<file path="src/rtl/av_pkg.sv">
// Shared definitions for the AV layer compositor: pixel layout, fade states and layer map.
package av_pkg;

  localparam int AV_COLOR_W = 4;
  localparam int AV_RGB_W   = 3 * AV_COLOR_W;
  localparam int OPAQUE_BIT = AV_RGB_W;

  typedef enum logic [1:0] {
    RUN      = 2'd0,
    DIM_DOWN = 2'd1,
    PAUSED   = 2'd2,
    DIM_UP   = 2'd3
  } fade_state_e;

  localparam int LAYER_MENU    = 0;
  localparam int LAYER_SCORE   = 1;
  localparam int LAYER_STRING1 = 2;
  localparam int LAYER_STRING2 = 3;
  localparam int LAYER_STRING3 = 4;
  localparam int LAYER_STRING4 = 5;
  localparam int LAYER_STRING5 = 6;
  localparam int LAYER_STRING6 = 7;
  localparam int LAYER_COUNT   = 8;

  // Opaque flag sits directly above the {R,G,B} field of a layer word.
  function automatic int opaque_bit(input int color_w);
    return 3 * color_w;
  endfunction

endpackage

</file>
<file path="src/rtl/av_fade_ctrl.sv">
// Pause synchroniser and frame-tick driven fade FSM producing the dim level.
module av_fade_ctrl
  import av_pkg::*;
#(
  parameter int FADE_LOG2 = 3,
  parameter int MAX_LEVEL = 6
) (
  input  logic                 clk65,
  input  logic                 reset,
  input  logic                 pause,
  input  logic                 tick,
  output logic [FADE_LOG2:0]   fade_level,
  output logic                 paused,
  output fade_state_e          state
);

  localparam int            LW      = FADE_LOG2 + 1;
  localparam logic [LW-1:0] LVL_ONE = LW'(1);
  localparam logic [LW-1:0] LVL_MAX = LW'(MAX_LEVEL);

  logic [1:0]    sync_q;
  logic          pause_s;
  fade_state_e   state_q, state_d;
  logic [LW-1:0] level_q, level_d;
  logic          paused_q;

  assign pause_s = sync_q[1];

  always_comb begin
    state_d = state_q;
    level_d = level_q;
    unique case (state_q)
      RUN:      if (pause_s) level_d = LVL_ONE;
      DIM_DOWN: level_d = pause_s ? level_q + LVL_ONE : level_q - LVL_ONE;
      PAUSED:   if (!pause_s) level_d = LVL_MAX - LVL_ONE;
      DIM_UP:   level_d = pause_s ? level_q + LVL_ONE : level_q - LVL_ONE;
      default:  level_d = level_q;
    endcase
    // State is derived from where the level lands, so a MAX_LEVEL of 1 or a
    // reversal at level 1 settles in the same transition.
    if (level_d == '0)          state_d = RUN;
    else if (level_d >= LVL_MAX) state_d = PAUSED;
    else if (pause_s)           state_d = DIM_DOWN;
    else                        state_d = DIM_UP;
  end

  always_ff @(posedge clk65) begin
    if (reset) begin
      sync_q   <= 2'b00;
      state_q  <= RUN;
      level_q  <= '0;
      paused_q <= 1'b0;
    end else begin
      sync_q <= {sync_q[0], pause};
      if (tick) begin
        state_q  <= state_d;
        level_q  <= level_d;
        paused_q <= (state_d == PAUSED);
      end
    end
  end

  assign fade_level = level_q;
  assign paused     = paused_q;
  assign state      = state_q;

endmodule

</file>
<file path="src/rtl/av_layer_compositor.sv">
// Priority overlay compositor with frame-synchronous enables and pause dimming;
// three-stage pipeline with sync/blank delayed to match.
module av_layer_compositor
  import av_pkg::*;
#(
  parameter int                    NUM_LAYERS       = LAYER_COUNT,
  parameter int                    COLOR_W          = AV_COLOR_W,
  parameter int                    MENU_LAYER       = LAYER_MENU,
  parameter int                    FADE_LOG2        = 3,
  parameter int                    MAX_LEVEL        = 6,
  parameter logic [NUM_LAYERS-1:0] EN_RESET         = '1,
  parameter bit                    VSYNC_ACTIVE_LOW = 1'b1
) (
  input  logic                                   clk65,
  input  logic                                   reset,
  input  logic                                   hsync_in,
  input  logic                                   vsync_in,
  input  logic                                   blank_in,
  input  logic [NUM_LAYERS*(3*COLOR_W+1)-1:0]    layer_pixels,
  input  logic [3*COLOR_W-1:0]                   bg_pixel,
  input  logic [NUM_LAYERS-1:0]                  layer_en_in,
  input  logic                                   pause,
  output logic [3*COLOR_W-1:0]                   pixel,
  output logic                                   hsync_out,
  output logic                                   vsync_out,
  output logic                                   blank_out,
  output logic [FADE_LOG2:0]                     fade_level,
  output logic                                   paused
);

  localparam int   RGB_W     = 3 * COLOR_W;
  localparam int   LAY_W     = RGB_W + 1;
  localparam int   OPQ       = opaque_bit(COLOR_W);
  localparam int   PROD_W    = COLOR_W + FADE_LOG2 + 1;
  localparam logic SYNC_IDLE = VSYNC_ACTIVE_LOW;
  localparam logic VS_ACTIVE = ~SYNC_IDLE;
  localparam logic [FADE_LOG2:0] SCALE_ONE = {1'b1, {FADE_LOG2{1'b0}}};

  function automatic logic [RGB_W-1:0] dim_rgb(input logic [RGB_W-1:0]   rgb,
                                               input logic [FADE_LOG2:0] lvl);
    logic [FADE_LOG2:0] scale;
    logic [PROD_W-1:0]  prod;
    logic [RGB_W-1:0]   res;
    scale = SCALE_ONE - lvl;
    res   = '0;
    for (int ch = 0; ch < 3; ch++) begin
      prod = PROD_W'(rgb[ch*COLOR_W +: COLOR_W]) * PROD_W'(scale);
      res[ch*COLOR_W +: COLOR_W] = prod[FADE_LOG2 +: COLOR_W];
    end
    return res;
  endfunction

  logic [NUM_LAYERS*LAY_W-1:0] lay_p0;
  logic [RGB_W-1:0]            bg_p0;
  logic                        hs_p0, vs_p0, blank_p0;
  logic [RGB_W-1:0]            rgb_p1;
  logic                        menu_p1, hs_p1, vs_p1, blank_p1;
  logic [RGB_W-1:0]            pix_p2;
  logic                        hs_p2, vs_p2, blank_p2;
  logic [NUM_LAYERS-1:0]       active_en_q;
  logic [RGB_W-1:0]            sel_rgb_d;
  logic                        sel_menu_d;
  logic                        frame_tick;
  fade_state_e                 fade_state;

  // vs_p1 holds the previous registered vsync, so this fires once per assertion edge.
  assign frame_tick = (vs_p0 == VS_ACTIVE) && (vs_p1 != VS_ACTIVE);

  av_fade_ctrl #(
    .FADE_LOG2 (FADE_LOG2),
    .MAX_LEVEL (MAX_LEVEL)
  ) u_fade (
    .clk65      (clk65),
    .reset      (reset),
    .pause      (pause),
    .tick       (frame_tick),
    .fade_level (fade_level),
    .paused     (paused),
    .state      (fade_state)
  );

  // Highest index first so the lowest-indexed eligible layer wins.
  always_comb begin
    sel_rgb_d  = bg_p0;
    sel_menu_d = 1'b0;
    for (int i = NUM_LAYERS - 1; i >= 0; i--) begin
      if (lay_p0[i*LAY_W + OPQ] && active_en_q[i] &&
          !((i == MENU_LAYER) && (fade_state == RUN))) begin
        sel_rgb_d  = lay_p0[i*LAY_W +: RGB_W];
        sel_menu_d = (i == MENU_LAYER);
      end
    end
  end

  always_ff @(posedge clk65) begin
    if (reset) begin
      lay_p0      <= '0;
      bg_p0       <= '0;
      hs_p0       <= SYNC_IDLE;
      vs_p0       <= SYNC_IDLE;
      blank_p0    <= 1'b1;
      rgb_p1      <= '0;
      menu_p1     <= 1'b0;
      hs_p1       <= SYNC_IDLE;
      vs_p1       <= SYNC_IDLE;
      blank_p1    <= 1'b1;
      pix_p2      <= '0;
      hs_p2       <= SYNC_IDLE;
      vs_p2       <= SYNC_IDLE;
      blank_p2    <= 1'b1;
      active_en_q <= EN_RESET;
    end else begin
      // S1: capture inputs
      lay_p0   <= layer_pixels;
      bg_p0    <= bg_pixel;
      hs_p0    <= hsync_in;
      vs_p0    <= vsync_in;
      blank_p0 <= blank_in;
      // S2: priority select
      rgb_p1   <= sel_rgb_d;
      menu_p1  <= sel_menu_d;
      hs_p1    <= hs_p0;
      vs_p1    <= vs_p0;
      blank_p1 <= blank_p0;
      // S3: blank / dim
      pix_p2   <= blank_p1 ? '0 : (menu_p1 ? rgb_p1 : dim_rgb(rgb_p1, fade_level));
      hs_p2    <= hs_p1;
      vs_p2    <= vs_p1;
      blank_p2 <= blank_p1;
      if (frame_tick) active_en_q <= layer_en_in;
    end
  end

  assign pixel     = pix_p2;
  assign hsync_out = hs_p2;
  assign vsync_out = vs_p2;
  assign blank_out = blank_p2;

endmodule

</file>
<file path="config.mk">
export PLATFORM = sky130hd
export DESIGN_NAME = av_layer_compositor
export DESIGN_NICKNAME = d
export VERILOG_FILES = /design/src/rtl/av_pkg.sv /design/src/rtl/av_fade_ctrl.sv /design/src/rtl/av_layer_compositor.sv
export SDC_FILE = /design/constraint.sdc
export NUM_CORES = 1
export LEC_CHECK = 0
export ABC_AREA = 0
export BUFFER_PORTS_ARGS = -buffer_cell sky130_fd_sc_hd__buf_2
export CORE_MARGIN = 3
export CORE_UTILIZATION = 35
export DETAILED_ROUTE_END_ITERATION = 16
export PLACE_DENSITY = 0.57
export SLEW_MARGIN = 20
export SYNTH_ARGS = -nofsm -noshare
export SYNTH_HDL_FRONTEND = slang
export SYNTH_SLANG_ARGS = --single-unit
export TNS_END_PERCENT = 10
</file>
<file path="constraint.sdc">
create_clock -name clk65 -period 9.3 [get_ports clk65]
set_input_delay 0.93 -clock clk65 [delete_from_list [all_inputs] [get_ports clk65]]
set_output_delay 0.93 -clock clk65 [all_outputs]
set_load 0.005 [all_outputs]
</file>
After elaboration in Yosys (flattened, before gate mapping)
Cells that the tools add are included.

storage, ports and cells
  output and inout port bits = 20
  bits in registers = 167
  input port bits = 130
  logic and storage cells = 63

operators by class
  bitwise gates (word level) = 1
  reduce and logical (&&, ||, !) cells = 15
  multipliers = 3
  add/sub/neg operators = 3
  equality and inequality tests = 4
  order comparisons = 1
  muxes and demuxes = 17

operators by type and width
  kind                                                                count
  two-way mux 12 bit                                                  9
  multiplier 4 x 4 -> 7 bit                                           3
  two-way mux 4 bit                                                   3
  one-hot mux 4 bit (3 select lines)                                  1
  logical AND 1 bit                                                   10
  == test 2 bit (second input constant)                               3
  two-way mux 2 bit                                                   3
  adder 4 x 1 -> 4 bit (second input constant)                        1
  greater-or-equal comparator 4 x 3 -> 1 bit (second input constant)  1
  zero test 4 bit                                                     1
  OR reduction 2 bit                                                  2
  subtractor 4 x 1 -> 4 bit (second input constant)                   1
  subtractor 4 bit (first input constant)                             1
  == test 2 x 1 -> 1 bit (second input constant)                      1
  zero test 2 bit                                                     1
  zero test 1 bit                                                     1
  two-way mux 1 bit                                                   1
  NOT 1 bit                                                           1

Logic depth before layout (Yosys ltp)
Gate-level depths: netlist (run 1).

  word-level depth = 9
  gate-level depth with buffers = 16
  mapped depth without buffers = 14

By module
Synthesis (run 1) repeated with hierarchy kept, for this count alone.

unflattened totals
  cells, all modules = 767
  area total of the unflattened synthesis = 7273.2 µm²

by module, submodules not included
  module               area each (µm²)  cells an instance  times used
  av_layer_compositor  6641.4           698                1
  av_fade_ctrl         631.9            69                 1

Worst setup path before layout (run 1)
No wires, ideal clock.

  kind = reg2reg
  start point = register u_fade.level_q[0], in the netlist u_fade.fade_level[0]
  end point = register pix_p2[11], in the netlist pixel[11]
  stages on the path, launching flop included = 17
  arrival time = 3828 ps
  slack = 5410 ps
  path through = dfxtp_1 -> buf_2 -> inv_1 -> ha_1 -> xnor2_1 -> clkbuf_1 -> nand2_1 -> fa_1 -> inv_1 -> fa_1 -> inv_1 -> fa_1 -> nor2b_1 -> o21ai_0 -> nor3b_1 -> or4_1 -> nand3_1

between the ends
  word-level cells in the longest chain between the ends = 3

RTL lines
  item                       line                        RTL
  start: declaration         av_fade_ctrl.sv:24          logic [LW-1:0] level_q, level_d;
  start signal: assignment   av_fade_ctrl.sv:57          level_q <= level_d;
  subtractor 4 bit           av_layer_compositor.sv:44   scale = SCALE_ONE - lvl;
  multiplier 4 x 4 -> 7 bit  av_layer_compositor.sv:47   prod = PROD_W'(rgb[ch*COLOR_W +: COLOR_W]) * PROD_W'(scale);
  two-way mux 12 bit         av_layer_compositor.sv:126  pix_p2 <= blank_p1 ? '0 : (menu_p1 ? rgb_p1 : dim_rgb(rgb_p1, fade_level));
  end signal: assignment     av_layer_compositor.sv:126
  end: declaration           av_layer_compositor.sv:58   logic [RGB_W-1:0] pix_p2;

No other way between the ends.
A chain may end at the register's enable or synchronous reset.

Final worst setup path (run 1)
Ends and elaborated chain as after synthesis.

==> results of run 1 <==
registers in the layout (all words and copies together) (netlist names), 2 cells and up:
register           cells
bg_p0                 12
rgb_p1                12
u_fade.state           2
lay_p0               104
u_fade.fade_level      4
active_en_q            8
pixel                 12
u_fade.sync_q          2
how the worst max path moves through the flow:
stage	end	start	slack, ns	cells after the start
after floorplan	pixel[11]$_SDFF_PP0_	u_fade.fade_level[0]$_SDFFE_PP0P_	5.41	16
final	pixel[11]$_SDFF_PP0_	u_fade.fade_level[0]$_SDFFE_PP0P_	4.71	14
after detailed placement	pixel[11]$_SDFF_PP0_	u_fade.fade_level[0]$_SDFFE_PP0P_	4.71	14
after CTS	pixel[11]$_SDFF_PP0_	u_fade.fade_level[0]$_SDFFE_PP0P_	4.68	14
after global placement	pixel[11]$_SDFF_PP0_	u_fade.fade_level[0]$_SDFFE_PP0P_	4.91	14
after global routing	pixel[11]$_SDFF_PP0_	u_fade.fade_level[0]$_SDFFE_PP0P_	4.32	14
where the power goes:
group          internal [uW]  leakage [uW]  switching [uW]  total, uW
Clock                    386      0.000300             325        711
Combinational            100       0.00207             115        216
Sequential               756       0.00138            31.8        788
Total                   1240       0.00375             472       1710
through the flow:
stage | worst slack, ns | util (%) | hold WS [ns] | power (uW)
global placement | 4.91 | 40.8 | 0.393 | 1020
floorplan | 5.41 | - | 0.389 | 950
CTS | 4.68 | 43.9 | 0.413 | 1730
finish | 4.71 | 43.9 | 0.410 | 1710
detailed placement | 4.71 | 40.8 | 0.396 | 1020
global route | 4.32 | 43.9 | 0.423 | 1800
cells in the final DEF, fill, tap and decap left out, types with 3 or more instances in the layout:
| cell | instances |
|---|---|
| dfxtp_1 | 167 |
| buf_2 | 148 |
| nor2b_1 | 122 |
| nand2_1 | 70 |
| ha_1 | 31 |
| nor2_1 | 25 |
| and2_1 | 24 |
| nand3_1 | 19 |
| inv_1 | 18 |
| clkbuf_16 | 17 |
| o22ai_1 | 14 |
| a21oi_1 | 14 |
| a31oi_1 | 13 |
| mux2_2 | 13 |
| fa_1 | 13 |
| a221o_1 | 12 |
| o21ai_0 | 10 |
| a31o_2 | 10 |
| a22oi_2 | 10 |
| a211oi_2 | 10 |
| or2_2 | 9 |
| xor2_1 | 8 |
| nand3b_1 | 8 |
| xnor2_1 | 7 |
| a211oi_1 | 5 |
| mux2i_1 | 5 |
| nor3_1 | 5 |
| o21ai_1 | 4 |
| clkinv_8 | 4 |
| inv_8 | 4 |
| o31ai_1 | 3 |
| clkinv_4 | 3 |
| buf_4 | 3 |
cell families after synthesis:
logic type,count (synthesis),synth area share (%)
xor+xnor,15,1.82
simple gates,296,22.6
buf+inv,64,4.10
mux,19,2.87
flops,167,46.2
compound gates,122,13.4
fa+ha+maj,44,8.97
area by class of cell:
| class | count | area [um^2] |
|---|---|---|
| repair buffers | 151 | 763 |
| well taps | 265 | 332 |
| clock buffers | 17 | 425 |
| flip-flops and latches | 167 | 3340 |
| clock inverters | 15 | 185 |
| multi-input cells | 496 | 3590 |
| inverters | 18 | 67.6 |
| fillers | 1940 | 11100 |
per-layer routing:
layer	share of wire (%)	wire length [um]	vias to the layer above
met2	49	8480	122
li1	-	-	2712
met3	3.8	656	11
met1	47	8170	2446
met5	0	0	-
met4	0.73	127	0
worst reg2reg max path, cell delays in order (launching register included):
cell and delay (ns):
dfxtp_1 0.57, inv_1 0.19, ha_1 0.25, xnor2_1 0.68, nand2_1 0.17, fa_1 0.53, inv_1 0.05, fa_1 0.56
inv_1 0.07, fa_1 0.44, nor2b_1 0.16, o21ai_0 0.12, nor3b_1 0.17, or4_1 0.47, nand3_1 0.09
==> results.yml, run 1 <==
worst_hold_path:
  hp-class: "reg2reg"
  hp-start: "hs_p0$_SDFF_PP1_"
  hold_end: "hs_p1$_SDFF_PP1_"
  whs_path_depth: 1
clock_tree:
  cts_htree_levels: 4
  clockRootBuffer: "clkbuf_16"
  cts-resized-gates: 0
  path_clk_slew_ns: 0.07
  cts_buffers: 17
  postCtsHoldBufs: 0
  clkLatencyLatePin_ns: 0.43
  cts_tree: "done"
  clock_path_buffers: 2
  postCtsSetupBuffers: 0
  cts.sinks: 167
drt:
  first_pass_iters: 4
  drt-initial-drc-count: 238
  drt_wl_total_um: 17400
  wl_per_cell_um: 15.4
  vias: 5291
  detail-route-antenna-nets: 0
  remaining_drc_errors: 0
  viasPerCell: 4.69
placed_design:
  dp.cells: 1097
  numPortBuffers: 149
  dpl_cell_area_mm2: 0.00810
  gp_congestion: 0.795
  post-dp-hpwl_um: 13000
sta:
  max_clock_freq_ghz: 0.218
  finClkSkew_ns: 0.0103
  fin_crit_sh_pct: 49.4
  tightest_slew_ns: 0.918
  finalMaxSlewViolations: 0
  rsz0062_at_grt: "no"
  min_period_ns: 4.59
  final_hold_viol_count: 0
  max_slew_margin_pct: 38.6
  fin_setup_tns_ns: 0
  setup_viol: 0
yosys:
  synth_common_cells: "167 x dfxtp_1, 122 x nor2b_1, 70 x nand2_1, 31 x ha_1, 29 x clkbuf_1"
  yosysMostFrequentCell: "dfxtp_1"
  synth.distinct_cells: 59
  synth_top_area_cell: "dfxtp_1"
  ys_seq_area_share_pct: 46.2
  async_flop_share_pct: 0
  synthFlopType: "dfxtp_1"
  syn-num-nets: 901
  ys_seq_elements: 167
  synth_warnings: 0
  ys_top_cells_by_area: "dfxtp_1 46%, nor2b_1 11%, ha_1 5.4%"
  synth_top_area_share_pct: 46.2
  synth_edf_count: 0
  postSynthAreaPerCell_um2: 9.94
  synthesis.area_mm2: 0.00723
  synthCells: 727
floorplan:
  initial_core_util_pct: 36.4
  ioPinCount: 150
  die_x_um: 150
  die_y_um: 150
  num_rows: 51
  dieArea_mm2: 0.0224
  core_area_mm2: 0.0198
setup_path:
  r2r_end: "pixel[11]$_SDFF_PP0_"
  r2r_cells: 14
  worst_ep_required_time_ns: 9.66
  path_delay_family: "adder cells"
  critPathLaunchType: "flip-flop"
  worst-path-buf-inv: 3
  regToRegSetupSlack_ns: 4.71
  r2r-start: "u_fade.fade_level[0]$_SDFFE_PP0P_"
  end_kind: "flip-flop"
  arrival_ns: 4.95
  crit_path_top_delay_cell: "xnor2_1"
  crit_fanout: 12
  critPathKind: "reg2reg"
  crit_chain: "inv_1 -> ha_1 -> xnor2_1 -> nand2_1 -> fa_1 -> inv_1 -> fa_1 -> inv_1 -> fa_1 -> nor2b_1 -> o21ai_0 -> nor3b_1 -> or4_1 -> nand3_1"
  critPathMaxStageDelay_ns: 0.68
global_route:
  grt_use_met1_pct: 21.4
  grt_start_max_net_pins: 85
  grt.busiest_layer: "met2"
  grt_pass1_vias: 5459
  grt_antenna_before_repair: 0
  grt_overflow: 0
  grt_usage_pct: 16.1
  grt_use_met2_pct: 26.8
  grt_pass1_wl_um: 27800
  met3_usage_pct: 3.42
finish:
  diodes: 0
  fin_cells: 1129
  final_nets: 1025
  drive_above_1_share_pct: 28.0
  area_growth_pct: 20.4
  stdcell_area_mm2: 0.00871
job:
  cap_violations: 0
power_and_ir_drop:
  p_leak_uw: 0.00375
  ir_worst_vdd_uv: 123
  power_density_mw_per_mm2: 197
outcome:
  status: "complete, no violations"
Power figures use the tool's default switching activity.
==> inputs of run 2 (changes only) <==
--- a/config.mk
+++ b/config.mk
@@ -10,7 +10,7 @@
 export CORE_MARGIN = 3
 export CORE_UTILIZATION = 35
 export DETAILED_ROUTE_END_ITERATION = 16
-export PLACE_DENSITY = 0.57
+export PLACE_DENSITY = 0.59
 export SLEW_MARGIN = 20
 export SYNTH_ARGS = -nofsm -noshare
 export SYNTH_HDL_FRONTEND = slang
==> constraint.sdc (replaced) <==
create_clock -name clk65 -period 4 [get_ports clk65]
set_input_delay 0.4 -clock clk65 [delete_from_list [all_inputs] [get_ports clk65]]
set_output_delay 0.4 -clock clk65 [all_outputs]
set_load 0.005 [all_outputs]
==> run 2 against run 1 <==
Against the previous run: sequential share of layout area fell by 0.10 points; non-clock buffer count is 4 higher; combinational power grew 140%; die area unchanged; design area increased by 0.34%; clock power is 130% higher; worst setup slack lost 4.4 ns; largest power group unchanged.
==> results.yml, run 2 (same netlist as run 1, synthesis figures left out) <==
job:
  cap_violations: 0
sta:
  fin_crit_sh_pct: 91.6
  max_clock_freq_ghz: 0.273
  setup_viol: 0
  min_period_ns: 3.66
  final_hold_viol_count: 0
  tightest_slew_ns: 0.868
  finalMaxSlewViolations: 0
  rsz0062_at_grt: "no"
  fin_setup_tns_ns: 0
  finClkSkew_ns: 0.0110
  max_slew_margin_pct: 41.9
clock_tree:
  path_clk_slew_ns: 0.07
  cts-resized-gates: 0
  cts_htree_levels: 4
  cts_tree: "done"
  clkLatencyLatePin_ns: 0.43
  cts_buffers: 17
  cts.sinks: 167
  clockRootBuffer: "clkbuf_16"
  postCtsSetupBuffers: 0
  clock_path_buffers: 2
  postCtsHoldBufs: 0
global_route:
  grt_start_max_net_pins: 92
  grt_usage_pct: 15.8
  grt_antenna_before_repair: 0
  grt_pass1_vias: 5344
  grt_pass1_wl_um: 27400
  grt_overflow: 0
floorplan:
  core_area_mm2: 0.0198
  die_x_um: 150
  ioPinCount: 150
  num_rows: 51
  dieArea_mm2: 0.0224
  initial_core_util_pct: 36.4
  die_y_um: 150
outcome:
  status: "complete, no violations"
finish:
  largest_register_ffs: 104
  mostFrequentLayoutCells: "165 x dfxtp_1, 148 x buf_2, 121 x nor2b_1, 70 x nand2_1, 31 x ha_1"
  final_util_pct: 44.0
  top_register: "lay_p0"
  layout_commonest_cell: "dfxtp_1"
  final_nets: 1029
  area_growth_pct: 20.8
  diodes: 0
  stdcell_area_mm2: 0.00874
  drive_above_1_share_pct: 28.7
drt:
  vias: 5355
  remaining_drc_errors: 0
  detail-route-antenna-nets: 0
  viasPerCell: 4.73
  drt-initial-drc-count: 295
  wl_per_cell_um: 15.3
  first_pass_iters: 4
  drt_wl_total_um: 17300
placed_design:
  gp_congestion: 0.853
  dpl_cell_area_mm2: 0.00813
  post-dp-hpwl_um: 13100
  numPortBuffers: 149
setup_path:
  arrival_ns: 4.03
  path_delay_family: "adder cells"
  r2r_cells: 14
  critPathMaxStageDelay_ns: 0.56
  r2r-start: "u_fade.fade_level[0]$_SDFFE_PP0P_"
  crit_fanout: 8
  endpoint: "pixel[11]$_SDFF_PP0_"
  end_kind: "flip-flop"
  regToRegSetupSlack_ns: 0.34
  worst-path-buf-inv: 3
  crit_chain: "inv_1 -> ha_1 -> xnor2_1 -> nand2_1 -> fa_1 -> inv_1 -> fa_1 -> inv_1 -> fa_1 -> nor2b_2 -> o21ai_0 -> nor3b_1 -> or4_1 -> nand3_1"
  crit_path_top_delay_cell: "fa_1"
  worst_ep_required_time_ns: 4.37
  r2r_end: "pixel[11]$_SDFF_PP0_"
  critPathKind: "reg2reg"
  crit_start: "u_fade.fade_level[0]$_SDFFE_PP0P_"
  crit_cells: 14
  critPathLaunchType: "flip-flop"
worst_hold_path:
  hp-class: "in2reg"
  whs_path_depth: 2
  hp-start: "vsync_in"
power_and_ir_drop:
  p_leak_uw: 0.00377
  finalPower_uw: 3990
  ir_worst_vdd_uv: 265
  power_density_mw_per_mm2: 456
==> run 2: changes by cell type in the layout (fill, tap and decap cells not counted), sizes merged <==
cell | previous run | this run
clkinv | 9 | 6
inv | 23 | 25
buf | 151 | 155
clkinvlp | 0 | 1
==> run 2: power breakdown <==
part | total [uW] | switching (uW) | internal [uW]
sequential | 1830 | 74.8 | 1760
combinational | 513 | 272 | 241
clock | 1640 | 744 | 896
total | 3990 | 1090 | 2900
==> run 2: per-layer routing <==
metal	vias up	wire (um)	GRT usage, %
li1	2719	-	-
met3	15	716	3.27
met2	147	8370	26.6
met4	0	186	3.98
met1	2474	8060	20.8
met5	-	0	0
==> run 2: cell type report <==
type,instances,area [um^2]
fillers,1928,11100
inverters,18,67.6
flip-flops and latches,167,3350
repair buffers,155,793
well taps,265,332
clock inverters,15,180
clock buffers,17,425
multi-input cells,496,3590
==> run 2: stage by stage <==
step	setup slack (ns)	hold WS [ns]	cells
CTS	0.205	0.137	1133
detailed placement	0.220	0.394	1101
finish	0.337	0.159	1133
floorplan	0.110	0.389	727
global route	0.0292	0.150	1133
global placement	0.309	0.393	1101
==> run 2: worst min path at each step <==
stage                           end
3_5_place_dp       hs_p1$_SDFF_PP1_
6_report           vs_p0$_SDFF_PP1_
2_1_floorplan   blank_p1$_SDFF_PP1_
4_1_cts            vs_p0$_SDFF_PP1_
5_1_grt            vs_p0$_SDFF_PP1_
3_3_place_gp   hsync_out$_SDFF_PP1_
